<file path="src/rtl/moxie_wb_arbiter_pkg.sv">
// Shared types and constants for the Moxie Wishbone arbiter.
package moxie_wb_arbiter_pkg;

  localparam int unsigned WB_ADR_W   = 32;
  localparam int unsigned WB_DAT_W   = 16;
  localparam int unsigned WB_SEL_W   = 2;
  localparam int unsigned STARVE_W   = 8;
  localparam int unsigned WDOG_CNT_W = 16;

  // Bus ownership; the slave port mux is selected directly by this value.
  typedef enum logic [1:0] {
    WB_ARB_IDLE  = 2'd0,
    WB_ARB_OWN_I = 2'd1,
    WB_ARB_OWN_D = 2'd2
  } wb_arb_state_e;

  // Everything the arbiter drives towards the slave.
  typedef struct packed {
    logic [WB_ADR_W-1:0] adr;
    logic [WB_DAT_W-1:0] dat;
    logic [WB_SEL_W-1:0] sel;
    logic                we;
    logic                cyc;
    logic                stb;
  } wb_slave_bus_t;

  // Winner of one arbitration round. Data wins ties unless fetch is starved.
  function automatic wb_arb_state_e arb_pick(input logic i_req,
                                             input logic d_req,
                                             input logic i_starved);
    wb_arb_state_e w_win;
    case ({i_req, d_req})
      2'b11:   w_win = i_starved ? WB_ARB_OWN_I : WB_ARB_OWN_D;
      2'b10:   w_win = WB_ARB_OWN_I;
      2'b01:   w_win = WB_ARB_OWN_D;
      default: w_win = WB_ARB_IDLE;
    endcase
    return w_win;
  endfunction

endpackage

</file>
<file path="src/rtl/moxie_wb_watchdog.sv">
// Bus-timeout watchdog: pulses expire_o on the TIMEOUT-th consecutive
// strobe cycle that has no ack. TIMEOUT = 0 disables it entirely.
module moxie_wb_watchdog
  import moxie_wb_arbiter_pkg::*;
#(
  parameter int unsigned TIMEOUT = 255
) (
  input  logic clk_i,
  input  logic rst_i,
  input  logic stb_i,
  input  logic ack_i,
  input  logic clear_i,
  output logic expire_o
);

  localparam bit                    LP_EN   = (TIMEOUT != 0);
  localparam logic [WDOG_CNT_W-1:0] LP_LAST = (TIMEOUT == 0) ? '0 : WDOG_CNT_W'(TIMEOUT - 1);

  logic [WDOG_CNT_W-1:0] r_cnt;
  logic                  w_expire;

  // r_cnt holds the number of earlier waiting cycles, so the current cycle
  // is the (r_cnt+1)-th; an ack in this cycle always beats expiry.
  assign w_expire = LP_EN & stb_i & ~ack_i & (r_cnt == LP_LAST);
  assign expire_o = w_expire;

  // Count consecutive un-acked strobe cycles; any break restarts the count
  always_ff @(posedge clk_i or posedge rst_i) begin
    if (rst_i) begin
      r_cnt <= '0;
    end else if (clear_i || !stb_i || ack_i || w_expire || !LP_EN) begin
      r_cnt <= '0;
    end else begin
      r_cnt <= r_cnt + {{(WDOG_CNT_W-1){1'b0}}, 1'b1};
    end
  end

endmodule

</file>
<file path="src/rtl/moxie_wb_arbiter.sv">
// Registered two-master Wishbone arbiter (fetch vs data) for the Moxie core.
// Grant is held for a whole bus cycle; data normally wins ties, but after
// STARVE_LIMIT consecutive data wins against a pending fetch, fetch wins.
module moxie_wb_arbiter
  import moxie_wb_arbiter_pkg::*;
#(
  parameter int unsigned STARVE_LIMIT = 4,
  parameter int unsigned TIMEOUT      = 255
) (
  input  logic                clk_i,
  input  logic                rst_i,
  // fetch master
  input  logic [WB_ADR_W-1:0] wbi_adr_i,
  input  logic                wbi_cyc_i,
  input  logic                wbi_stb_i,
  output logic [WB_DAT_W-1:0] wbi_dat_o,
  output logic                wbi_ack_o,
  output logic                wbi_err_o,
  // data master
  input  logic [WB_ADR_W-1:0] wbd_adr_i,
  input  logic [WB_DAT_W-1:0] wbd_dat_i,
  input  logic [WB_SEL_W-1:0] wbd_sel_i,
  input  logic                wbd_we_i,
  input  logic                wbd_cyc_i,
  input  logic                wbd_stb_i,
  output logic [WB_DAT_W-1:0] wbd_dat_o,
  output logic                wbd_ack_o,
  output logic                wbd_err_o,
  // slave port
  output logic [WB_ADR_W-1:0] wb_adr_o,
  output logic [WB_DAT_W-1:0] wb_dat_o,
  output logic [WB_SEL_W-1:0] wb_sel_o,
  output logic                wb_we_o,
  output logic                wb_cyc_o,
  output logic                wb_stb_o,
  input  logic [WB_DAT_W-1:0] wb_dat_i,
  input  logic                wb_ack_i,
  // core control
  output logic                stall_o,
  output logic                timeout_o
);

  localparam logic [STARVE_W-1:0] LP_STARVE_MAX = STARVE_W'(STARVE_LIMIT);

  wb_arb_state_e       r_state;
  wb_arb_state_e       w_next_state;
  logic [STARVE_W-1:0] r_starve_cnt;
  logic [STARVE_W-1:0] w_next_starve;
  logic                w_arb;
  logic                w_expire;
  logic                w_wdog_clear;
  wb_slave_bus_t       w_bus;

  // Route the owning master onto the slave port; idle drives all zero
  always_comb begin
    w_bus = '0;
    case (r_state)
      WB_ARB_OWN_I: begin
        w_bus.adr = wbi_adr_i;
        w_bus.sel = {WB_SEL_W{1'b1}};
        w_bus.cyc = wbi_cyc_i;
        w_bus.stb = wbi_stb_i;
      end
      WB_ARB_OWN_D: begin
        w_bus.adr = wbd_adr_i;
        w_bus.dat = wbd_dat_i;
        w_bus.sel = wbd_sel_i;
        w_bus.we  = wbd_we_i;
        w_bus.cyc = wbd_cyc_i;
        w_bus.stb = wbd_stb_i;
      end
      default: begin
        w_bus = '0;
      end
    endcase
  end

  // Next owner and starvation count; arbitrate whenever the bus is free
  always_comb begin
    w_next_state  = r_state;
    w_next_starve = r_starve_cnt;
    w_arb         = 1'b0;
    case (r_state)
      WB_ARB_IDLE:  w_arb = 1'b1;
      WB_ARB_OWN_I: w_arb = ~wbi_cyc_i;
      WB_ARB_OWN_D: w_arb = ~wbd_cyc_i;
      default:      w_arb = 1'b1;
    endcase
    if (w_expire) begin
      // A stuck transfer is abandoned; the master re-requests if it persists.
      w_next_state = WB_ARB_IDLE;
    end else if (w_arb) begin
      w_next_state = arb_pick(wbi_cyc_i, wbd_cyc_i, r_starve_cnt == LP_STARVE_MAX);
      if (w_next_state == WB_ARB_OWN_I) begin
        w_next_starve = '0;
      end else if ((w_next_state == WB_ARB_OWN_D) && wbi_cyc_i &&
                   (r_starve_cnt != LP_STARVE_MAX)) begin
        w_next_starve = r_starve_cnt + {{(STARVE_W-1){1'b0}}, 1'b1};
      end else begin
        w_next_starve = r_starve_cnt;
      end
    end else begin
      w_next_state  = r_state;
      w_next_starve = r_starve_cnt;
    end
  end

  // Ownership state and starvation counter
  always_ff @(posedge clk_i or posedge rst_i) begin
    if (rst_i) begin
      r_state      <= WB_ARB_IDLE;
      r_starve_cnt <= '0;
    end else begin
      r_state      <= w_next_state;
      r_starve_cnt <= w_next_starve;
    end
  end

  // The watchdog restarts whenever ownership changes hands.
  assign w_wdog_clear = (w_next_state != r_state);

  moxie_wb_watchdog #(
    .TIMEOUT (TIMEOUT)
  ) u_watchdog (
    .clk_i    (clk_i),
    .rst_i    (rst_i),
    .stb_i    (w_bus.stb),
    .ack_i    (wb_ack_i),
    .clear_i  (w_wdog_clear),
    .expire_o (w_expire)
  );

  // Slave port; cyc/stb are withdrawn in the expiry cycle.
  assign wb_adr_o = w_bus.adr;
  assign wb_dat_o = w_bus.dat;
  assign wb_sel_o = w_bus.sel;
  assign wb_we_o  = w_bus.we;
  assign wb_cyc_o = w_bus.cyc & ~w_expire;
  assign wb_stb_o = w_bus.stb & ~w_expire;

  // Only the current owner ever sees an ack or an error.
  assign wbi_ack_o = wb_ack_i & wb_cyc_o & (r_state == WB_ARB_OWN_I);
  assign wbd_ack_o = wb_ack_i & wb_cyc_o & (r_state == WB_ARB_OWN_D);
  assign wbi_err_o = w_expire & (r_state == WB_ARB_OWN_I);
  assign wbd_err_o = w_expire & (r_state == WB_ARB_OWN_D);
  assign timeout_o = w_expire;

  assign wbi_dat_o = wb_dat_i;
  assign wbd_dat_o = wb_dat_i;

  // Pipeline freezes while a data access is outstanding.
  assign stall_o = wbd_cyc_i & ~wbd_ack_o;

endmodule

</file>
<file path="config.mk">
export PLATFORM = sky130hd
export DESIGN_NAME = moxie_wb_arbiter
export DESIGN_NICKNAME = d
export VERILOG_FILES = /design/src/rtl/moxie_wb_arbiter_pkg.sv /design/src/rtl/moxie_wb_watchdog.sv /design/src/rtl/moxie_wb_arbiter.sv
export SDC_FILE = /design/constraint.sdc
export NUM_CORES = 1
export LEC_CHECK = 0
export ABC_AREA = 0
export BUFFER_PORTS_ARGS = -buffer_cell sky130_fd_sc_hd__buf_4
export CAP_MARGIN = 40
export CORE_MARGIN = 2
export CORE_UTILIZATION = 42
export CTS_CLUSTER_SIZE = 12
export DETAILED_ROUTE_END_ITERATION = 8
export PLACE_DENSITY = 0.87
export SKIP_CTS_REPAIR_TIMING = 1
export SYNTH_ARGS = -nofsm -noshare
export SYNTH_HDL_FRONTEND = slang
export SYNTH_SLANG_ARGS = --single-unit
</file>
<file path="constraint.sdc">
create_clock -name clk_i -period 6.3 [get_ports clk_i]
set_clock_uncertainty 0.15 [all_clocks]
set_input_delay 0.63 -clock clk_i [delete_from_list [all_inputs] [get_ports clk_i]]
set_output_delay 0.63 -clock clk_i [all_outputs]
set_load 0.005 [all_outputs]
</file>
==> impl_metrics.csv, run 1 <==
group,metric,value,unit
synthesis,yosysMostFrequentCell,"nor2_1",
pwr,leakagePower,0.001568,uW
synthesis,async_flop_share,100.0,%
clocking,clock_path_buffers,2,
synthesis,yosys-top-cells-area,"dfrtp_1 (28%), a22oi_1 (11%), buf_4 (10%), nor2_1 (8.2%), and2_1 (5.3%)",
die,fp-row-count,27,
synthesis,synth.largest_area_cell,"dfrtp_1",
synthesis,synth_edf_count,0,
cells_and_area,seqCellArea,650.6,um^2
cells_and_area,multi_input_area,1353,um^2
synthesis,synth_ff_type,"dfrtp_1",
placement,hpwl,6510,um
global_route,antenna_found_initial,0,
die,die_h,78.66,um
die,core,5439,um^2
setup_path,timing.rr.start,"r_state[0]",
timing,hold_viol_final,0,
pwr,finalPower,1066,uW
clocking,clock_latency,270,ps
synthesis,ys_seq_area_share,27.79,%
global_route,grt_pass1_vias,2451,
setup_path,worstSetupEndpointType,"primary output",
die,die_x,78.66,um
synthesis,ys_ff_latch,26,
synthesis,synth_common_cells,"nor2_1 (51), a22oi_1 (34), buf_4 (32), dfrtp_1 (26), and2_1 (20)",
drt,ant_nets,0,
drt,detail_route.first_pass.iterations,4,
cells_and_area,syn2layout_area_growth,42.65,%
timing,drv_slew,0,
timing,fmax,299.5,MHz
drt,drt_iter0_markers,163,
min_path,hp-class,"in2async",
timing,worst_pin_slew,877.5,ps
drt,drc,0,
clocking,cts_tree,"yes",
global_route,grt-ovfl-total,0,
die,dieArea,6187,um^2
die,io_pins,197,
pwr,powerDensity,319.3,nW/um^2
clocking,htree_levels,1,
global_route,grt_pass1_wl,12030,um
timing,grt_setup_unrepaired,"no",
cells_and_area,antenna_cells,0,
global_route,grt_max_degree,57,
cells_and_area,post-route-util,61.40,%
pwr,ir_worst_vdd,0.3212,mV
setup_path,worst_ep_arrival_time,2560,ps
synthesis,ys_types,43,
cells_and_area,n_fill_cell,463,
placement,place_congestion,0.8734,
synthesis,synth.avg_cell_area,7.882,um^2
die,start_util,43.04,%
clocking,cts_buffers,3,
timing,period_share,53.00,%
drt,wl_per_cell,16.73,um
clocking,clock-sinks,26,
timing,setup_slack,2961,ps
setup_path,startpoint,"r_state[0]",
global_route,track_usage,24.75,%
synthesis,synth_cells,297,
drt,routed_via_density,5.403,
placement,port_buffers,148,
setup_path,worst-path-max-fanout,42,
setup_path,path_class,"reg2out",
drt,vias,2577,
clocking,cts_root_buffer,"clkbuf_8",
status,status,"completed",
timing,tns,0,ps
drt,routed_wl,7981,um
synthesis,synth_top_cell_area_share,27.79,%
cells_and_area,drive_gt1_share,42.47,%
timing,setup_viol,0,
setup_path,crit_path_start_kind,"register",
timing,slew_headroom,41.36,%
synthesis,syn_area,2341,um^2
synthesis,yosysWarnings,0,
placement,pre_cts_slack,3304,ps
setup_path,worstPathRequired,5520,ps
timing,period_needed,3339,ps
cells_and_area,fin_nets,518,
job,max_cap_violations,0,
synthesis,synth_nets,409,
clocking,path_clk_slew,90,ps
## cell type report
class	instances	share of cell area [%]
Clock buffer	4	1.649
Inverter	8	0.8992
Multi-Input combinational cell	215	40.50
Sequential cell	26	19.48
Tap cell	72	2.698
Timing Repair Buffer	152	34.77
## flip-flops by register name (all words and copies together), names as in the netlist
register,count
u_watchdog.r_cnt,16
r_state,2
r_starve_cnt,8
## layout by cell type, fill, tap and decap left out, types with 2 or more instances in the layout
| master | synthesis | layout |
|---|---|---|
| nor3_1 | 8 | 8 |
| a22oi_1 | 34 | 34 |
| nor2_2 | 9 | 9 |
| a21oi_1 | 5 | 5 |
| nor2_1 | 51 | 51 |
| nor2b_1 | 4 | 4 |
| buf_4 | 32 | 151 |
| nand3_1 | 11 | 11 |
| inv_1 | 8 | 8 |
| nor4bb_1 | 2 | 2 |
| ha_1 | 6 | 6 |
| nand4_1 | 6 | 6 |
| nor4_1 | 2 | 2 |
| clkbuf_8 | 0 | 4 |
| o31ai_1 | 5 | 5 |
| and2_1 | 20 | 20 |
| or2_2 | 2 | 2 |
| o21ai_0 | 8 | 8 |
| xor2_1 | 7 | 7 |
| nand2_1 | 7 | 7 |
| o21ai_1 | 2 | 2 |
| xnor2_1 | 8 | 8 |
| dfrtp_1 | 26 | 26 |
## metrics by stage
stage                     hold WS, ps  cell area, um^2  cells
after CTS                       251.4             3339    477
after detailed placement        353.5             3284    473
after global placement          341.1             3257    472
final                           240.2             3339    477
after floorplan                 314.6             2341    297
after global routing            249.1             3339    477
## report_power, final
part | leakage (uW) | total, uW | switching (uW) | internal [uW]
registers | 0.000357 | 205 | 21.8 | 183
clock network | 0.0000288 | 109 | 52.8 | 55.9
logic | 0.00118 | 753 | 401 | 352
total | 0.00157 | 1070 | 476 | 590
## cells by family (layout without fill, tap and decap cells)
group	after synthesis	in the layout	share of synthesized area, %
simple gates	132	132	29.40
compound gates	62	62	19.56
buf+inv	56	164	14.43
flops	26	26	27.79
xor+xnor	15	15	5.612
fa+ha+maj	6	6	3.207
## path summary, 6_finish.rpt
path,to,slack (ps),cells after the start
setup / recovery,wbd_err_o,2960,7
hold / removal,r_state[0],240,2
setup reg to reg,u_watchdog.r_cnt[3],3480,7
hold reg to reg,r_starve_cnt[7],380,1
max in group asynchronous,u_watchdog.r_cnt[11],5300,3
min in group clk_i,r_starve_cnt[7],380,1
## routing by layer
metal | share of wire (%) | track usage, %
met1 | 36 | 28.53
met2 | 54 | 43.68
met3 | 7.1 | 4.598
met4 | 3.7 | 12.11
met5 | 0 | 0
## worst max-delay path: stages (launching register included)
cell	delay, ps
dfrtp_1	420
inv_1	150
ha_1	260
buf_4	260
or3_1	430
nor2_1	450
and2_1	210
buf_4	100
Note: power is estimated with default switching activity, not from simulation.
==> run 2: changes to the inputs <==
--- a/config.mk
+++ b/config.mk
@@ -9,10 +9,10 @@
 export BUFFER_PORTS_ARGS = -buffer_cell sky130_fd_sc_hd__buf_4
 export CAP_MARGIN = 40
 export CORE_MARGIN = 2
-export CORE_UTILIZATION = 42
+export CORE_UTILIZATION = 35
 export CTS_CLUSTER_SIZE = 12
 export DETAILED_ROUTE_END_ITERATION = 8
-export PLACE_DENSITY = 0.87
+export PLACE_DENSITY = 0.77
 export SKIP_CTS_REPAIR_TIMING = 1
 export SYNTH_ARGS = -nofsm -noshare
 export SYNTH_HDL_FRONTEND = slang
==> constraint.sdc (replaced) <==
create_clock -name clk_i -period 2.9 [get_ports clk_i]
set_clock_uncertainty 0.15 [all_clocks]
set_input_delay 0.29 -clock clk_i [delete_from_list [all_inputs] [get_ports clk_i]]
set_output_delay 0.29 -clock clk_i [all_outputs]
set_load 0.005 [all_outputs]
==> impl_metrics.csv, run 2 (synthesized netlist as in run 1, its figures left out) <==
group,metric,value,unit
status,status,"complete, but fails checks",
status,violations,"design-rule violations",
global_route,grt_pass1_wl,12090,um
cells_and_area,drive_gt1_share,42.75,%
global_route,grtUsageMet3,5.197,%
job,max_cap_violations,0,
global_route,antenna_found_initial,0,
cells_and_area,largest_reg_flops,16,
timing,drv_slew,0,
die,core,6422,um^2
cells_and_area,top_register,"u_watchdog.r_cnt",
cells_and_area,antenna_cells,0,
die,dieArea,7359,um^2
die,start_util,36.45,%
cells_and_area,fin_nets,520,
timing,fmax,365.5,MHz
global_route,track_usage,20.08,%
timing,period_share,94.35,%
pwr,combPwrFrac,69.0,%
setup_path,ff2ff_setup_slack,420,ps
pwr,seqPwrFrac,18.5,%
timing,hold_viol_final,0,
cells_and_area,reg_top3,"u_watchdog.r_cnt x16, r_starve_cnt x8, r_state x2",
setup_path,reg2reg_depth,6,
clocking,clock_path_buffers,2,
clocking,cts_tree,"yes",
drt,ant_nets,0,
setup_path,crit_path_start_kind,"register",
clocking,htree_levels,1,
pwr,leakagePower,0.001583,uW
min_path,hold_depth,4,
placement,hpwl,6060,um
die,io_pins,197,
die,die_x,85.79,um
pwr,powerDensity,710.0,nW/um^2
pwr,p_int,1358,uW
clocking,clock-sinks,26,
placement,place_congestion,0.9099,
die,fp-row-count,29,
cells_and_area,syn2layout_area_growth,44.47,%
setup_path,worstSetupEndpointType,"primary output",
timing,setup_viol,0,
global_route,grt_pass1_vias,2451,
clocking,cts_buffers,3,
placement,port_buffers,148,
timing,grt_setup_unrepaired,"no",
timing,slew_headroom,58.50,%
setup_path,worst-path-max-fanout,11,
global_route,use_met1,24.57,%
global_route,grt-ovfl-total,0,
min_path,hold-path-endpoint,"r_state[0]",
pwr,switching_share,43.43,%
drt,drt_iter0_markers,98,
setup_path,worstPathRequired,2460,ps
drt,vias,2529,
drt,routed_wl,7660,um
cells_and_area,final_common_cell,"buf_4",
clocking,clock_latency,270,ps
die,die_h,85.79,um
pwr,ir_worst_vdd,0.4533,mV
drt,detail_route.first_pass.iterations,6,
clocking,cts_root_buffer,"clkbuf_8",
drt,drc,6,
timing,worst_pin_slew,618.3,ps
cells_and_area,final_cell_mix,"buf_4 (152), nor2_1 (50), a22oi_1 (34)",
setup_path,worst_ep_arrival_time,2300,ps
setup_path,timing.rr.start,"r_state[0]",
pwr,switchingPower,1043,uW
pwr,clockPowerShare,12.6,%
global_route,top_usage_layer,"met2",
drt,routed_via_density,5.225,
drt,wl_per_cell,15.83,um
setup_path,r2r_end,"r_starve_cnt[3]",
timing,tns,0,ps
clocking,path_clk_slew,90,ps
setup_path,path_class,"reg2out",
global_route,grt_max_degree,56,
min_path,hp-class,"in2reg",
pwr,finalPower,2401,uW
timing,period_needed,2736,ps
min_path,min_from,"wbd_cyc_i",
global_route,grtUsageMet2,35.37,%
-- run 2: cell type report --
| cell class | instances | area (um^2) |
|---|---|---|
| fill | 600 | 3040 |
| multi-input combinational | 215 | 1355 |
| timing repair buffer | 154 | 1179 |
| sequential | 26 | 650.6 |
| tap | 77 | 96.34 |
| clock buffer | 3 | 41.29 |
| clock inverter | 1 | 30.03 |
| inverter | 8 | 30.03 |
-- run 2: worst max-delay path by stage --
stage / end / startpoint / cells past startpoint
finish: wbi_err_o / r_state[0] / 6
detailed placement: wbi_err_o / r_state[0] / 6
floorplan: u_watchdog.r_cnt[10] / r_starve_cnt[0] / 8
global route: wbi_err_o / r_state[0] / 6
CTS: wbi_err_o / r_state[0] / 6
global placement: wbi_err_o / r_state[0] / 6
-- run 2: critical path, stage by stage, from the launching register on --
cell and delay (ps):
dfrtp_1 390, inv_1 100, ha_1 450, or3_1 460, nor2_2 330, and2_1 180, buf_4 100
-- run 2: metal layers --
layer / up-vias / share of wire (%)
met2: 118 / 53
met5: - / 0
met3: 8 / 7.2
li1: 1224 / -
met1: 1179 / 38
met4: 0 / 1.9
-- run 2: stage by stage --
stage                     cells  worst slack [ps]  hold WS (ps)  utilization (%)  instance area (um^2)
after global placement      478             395.0         347.3            50.93                  3271
after global routing        484             41.40         391.3            52.66                  3382
after floorplan             297             648.7         180.0                -                  2341
after detailed placement    479             327.2         149.8            51.35                  3298
final                       484             164.0         348.4            52.66                  3382
after CTS                   483           -0.4317        -151.1            52.46                  3369
-- run 2: power groups by stage --
stage / registers [uW] / logic, uW / clock network [uW]
2_1_floorplan: 439 / 940 / 0
3_3_place_gp: 444 / 1630 / 0
3_5_place_dp: 449 / 1660 / 0
4_1_cts: 441 / 1670 / 310
5_1_grt: 449 / 1840 / 327
6_report: 443 / 1660 / 302
==> run 3: changes to the inputs <==
--- a/config.mk
+++ b/config.mk
@@ -9,10 +9,10 @@
 export BUFFER_PORTS_ARGS = -buffer_cell sky130_fd_sc_hd__buf_4
 export CAP_MARGIN = 40
 export CORE_MARGIN = 2
-export CORE_UTILIZATION = 35
+export CORE_UTILIZATION = 42
 export CTS_CLUSTER_SIZE = 12
 export DETAILED_ROUTE_END_ITERATION = 8
-export PLACE_DENSITY = 0.77
+export PLACE_DENSITY = 0.87
 export SKIP_CTS_REPAIR_TIMING = 1
 export SYNTH_ARGS = -nofsm -noshare
 export SYNTH_HDL_FRONTEND = slang
==> constraint.sdc (replaced) <==
create_clock -name clk_i -period 3.2 [get_ports clk_i]
set_clock_uncertainty 0.15 [all_clocks]
set_input_delay 0.32 -clock clk_i [delete_from_list [all_inputs] [get_ports clk_i]]
set_output_delay 0.32 -clock clk_i [all_outputs]
set_load 0.005 [all_outputs]
==> impl_metrics.csv, run 3 (synthesized netlist as in run 1, its figures left out) <==
group,metric,value,unit
status,status,"completed",
clocking,path_clk_slew,90,ps
cells_and_area,fin_nets,520,
cells_and_area,final_common_cell,"buf_4",
pwr,finalPower,2157,uW
job,max_cap_violations,0,
cells_and_area,reg_top3,"u_watchdog.r_cnt x16, r_starve_cnt x8, r_state x2",
clocking,clock_latency,270,ps
global_route,track_usage,24.72,%
pwr,leakagePower,0.001584,uW
drt,routed_wl,8073,um
setup_path,worstSetupEndpointType,"primary output",
cells_and_area,seqCellArea,650.6,um^2
die,core,5439,um^2
setup_path,path_class,"reg2out",
die,fp-row-count,27,
die,dieArea,6187,um^2
cells_and_area,syn2layout_area_growth,44.09,%
die,start_util,43.04,%
drt,wl_per_cell,16.85,um
setup_path,critPathCapture,"wbd_err_o",
setup_path,ff2ff_setup_slack,620,ps
setup_path,startpoint,"r_state[0]",
cells_and_area,drive_gt1_share,42.51,%
clocking,cts_root_buffer,"clkbuf_8",
setup_path,r2r_end,"r_starve_cnt[7]",
timing,period_needed,2783,ps
cells_and_area,largest_reg_flops,16,
global_route,grt_max_degree,57,
min_path,hp-class,"in2reg",
clocking,cts_buffers,3,
cells_and_area,multi_input_area,1353,um^2
timing,fmax,359.3,MHz
setup_path,crit_path_start_kind,"register",
drt,drt_iter0_markers,141,
placement,port_buffers,148,
timing,tns,0,ps
pwr,powerDensity,639.6,nW/um^2
drt,vias,2564,
clocking,cts_tree,"yes",
clocking,clock_path_buffers,2,
timing,period_share,86.98,%
timing,slew_headroom,58.71,%
drt,routed_via_density,5.353,
setup_path,timing.rr.start,"r_state[0]",
setup_path,worst_ep_arrival_time,2310,ps
setup_path,worst-path-max-fanout,7,
cells_and_area,final_cell_mix,"buf_4 (152), nor2_1 (51), a22oi_1 (34)",
timing,holdWs,361.9,ps
cells_and_area,antenna_cells,0,
die,io_pins,197,
die,die_x,78.66,um
die,die_h,78.66,um
global_route,antenna_found_initial,0,
drt,drc,0,
clocking,htree_levels,1,
drt,ant_nets,0,
global_route,grt_pass1_vias,2380,
clocking,clock-sinks,26,
setup_path,worstPathRequired,2730,ps
timing,drv_slew,0,
timing,grt_setup_unrepaired,"no",
drt,detail_route.first_pass.iterations,4,
timing,worst_pin_slew,615.2,ps
placement,hpwl,6370,um
global_route,grt-ovfl-total,0,
pwr,ir_worst_vdd,0.5453,mV
cells_and_area,top_register,"u_watchdog.r_cnt",
cells_and_area,n_fill_cell,476,
placement,place_congestion,0.8361,
global_route,grt_pass1_wl,11880,um
timing,hold_viol_final,0,
setup_path,reg2reg_depth,8,
timing,setup_viol,0,
[run 3: cell count changes in the layout (fill, tap and decap cells not counted)]
| cell | previous run | this run |
|---|---|---|
| nor2_1 | 50 | 51 |
| nor2_2 | 10 | 9 |
[run 3: where the power goes]
group	switching, uW	internal [uW]
registers	44.6	360
clock network	107	168
logic	782	696
total	934	1220
[run 3: metrics by stage]
| stage | utilization [%] | area (um^2) | cells | worst slack [ps] |
|---|---|---|---|---|
| after floorplan | - | 2341 | 297 | 948.7 |
| after global placement | 60.02 | 3264 | 473 | 793.1 |
| after detailed placement | 60.52 | 3292 | 474 | 667.0 |
| after CTS | 61.84 | 3363 | 478 | 419.8 |
| after global routing | 62.02 | 3373 | 479 | 292.9 |
| final | 62.02 | 3373 | 479 | 416.6 |
[run 3: worst min path at each step]
| stage | from | end | slack, ps | cells after the start |
|---|---|---|---|---|
| 6_report | wbd_cyc_i | r_state[0] | 360 | 4 |
| 3_3_place_gp | r_starve_cnt[7] | r_starve_cnt[7] | 330 | 1 |
| 5_1_grt | r_starve_cnt[7] | r_starve_cnt[7] | 390 | 1 |
| 4_1_cts | rst_i | u_watchdog.r_cnt[2] | -120 | 2 |
| 2_1_floorplan | rst_i | r_starve_cnt[0] | 210 | 1 |
| 3_5_place_dp | rst_i | u_watchdog.r_cnt[3] | 180 | 2 |
[run 3: per-layer routing]
layer | global-route usage [%] | routed length, um
met5 | 0 | 0
met4 | 14.56 | 401
met3 | 5.517 | 504
met2 | 43.08 | 4227
met1 | 27.39 | 2940
[run 3: worst max-delay path, stage by stage (launching register included)]
cell and delay (ps):
dfrtp_1 400, inv_1 110, ha_1 330, or3_1 410, nor2_1 470, and2_1 210
buf_4 100
[run 3: final cells by class]
cell class                 instances  share of cell area (%)
clock inverter                     1                  0.8902
timing repair buffer             154                   34.94
tap                               72                   2.671
clock buffer                       3                   1.224
inverter                           8                  0.8902
multi-input combinational        215                   40.10
sequential                        26                   19.29
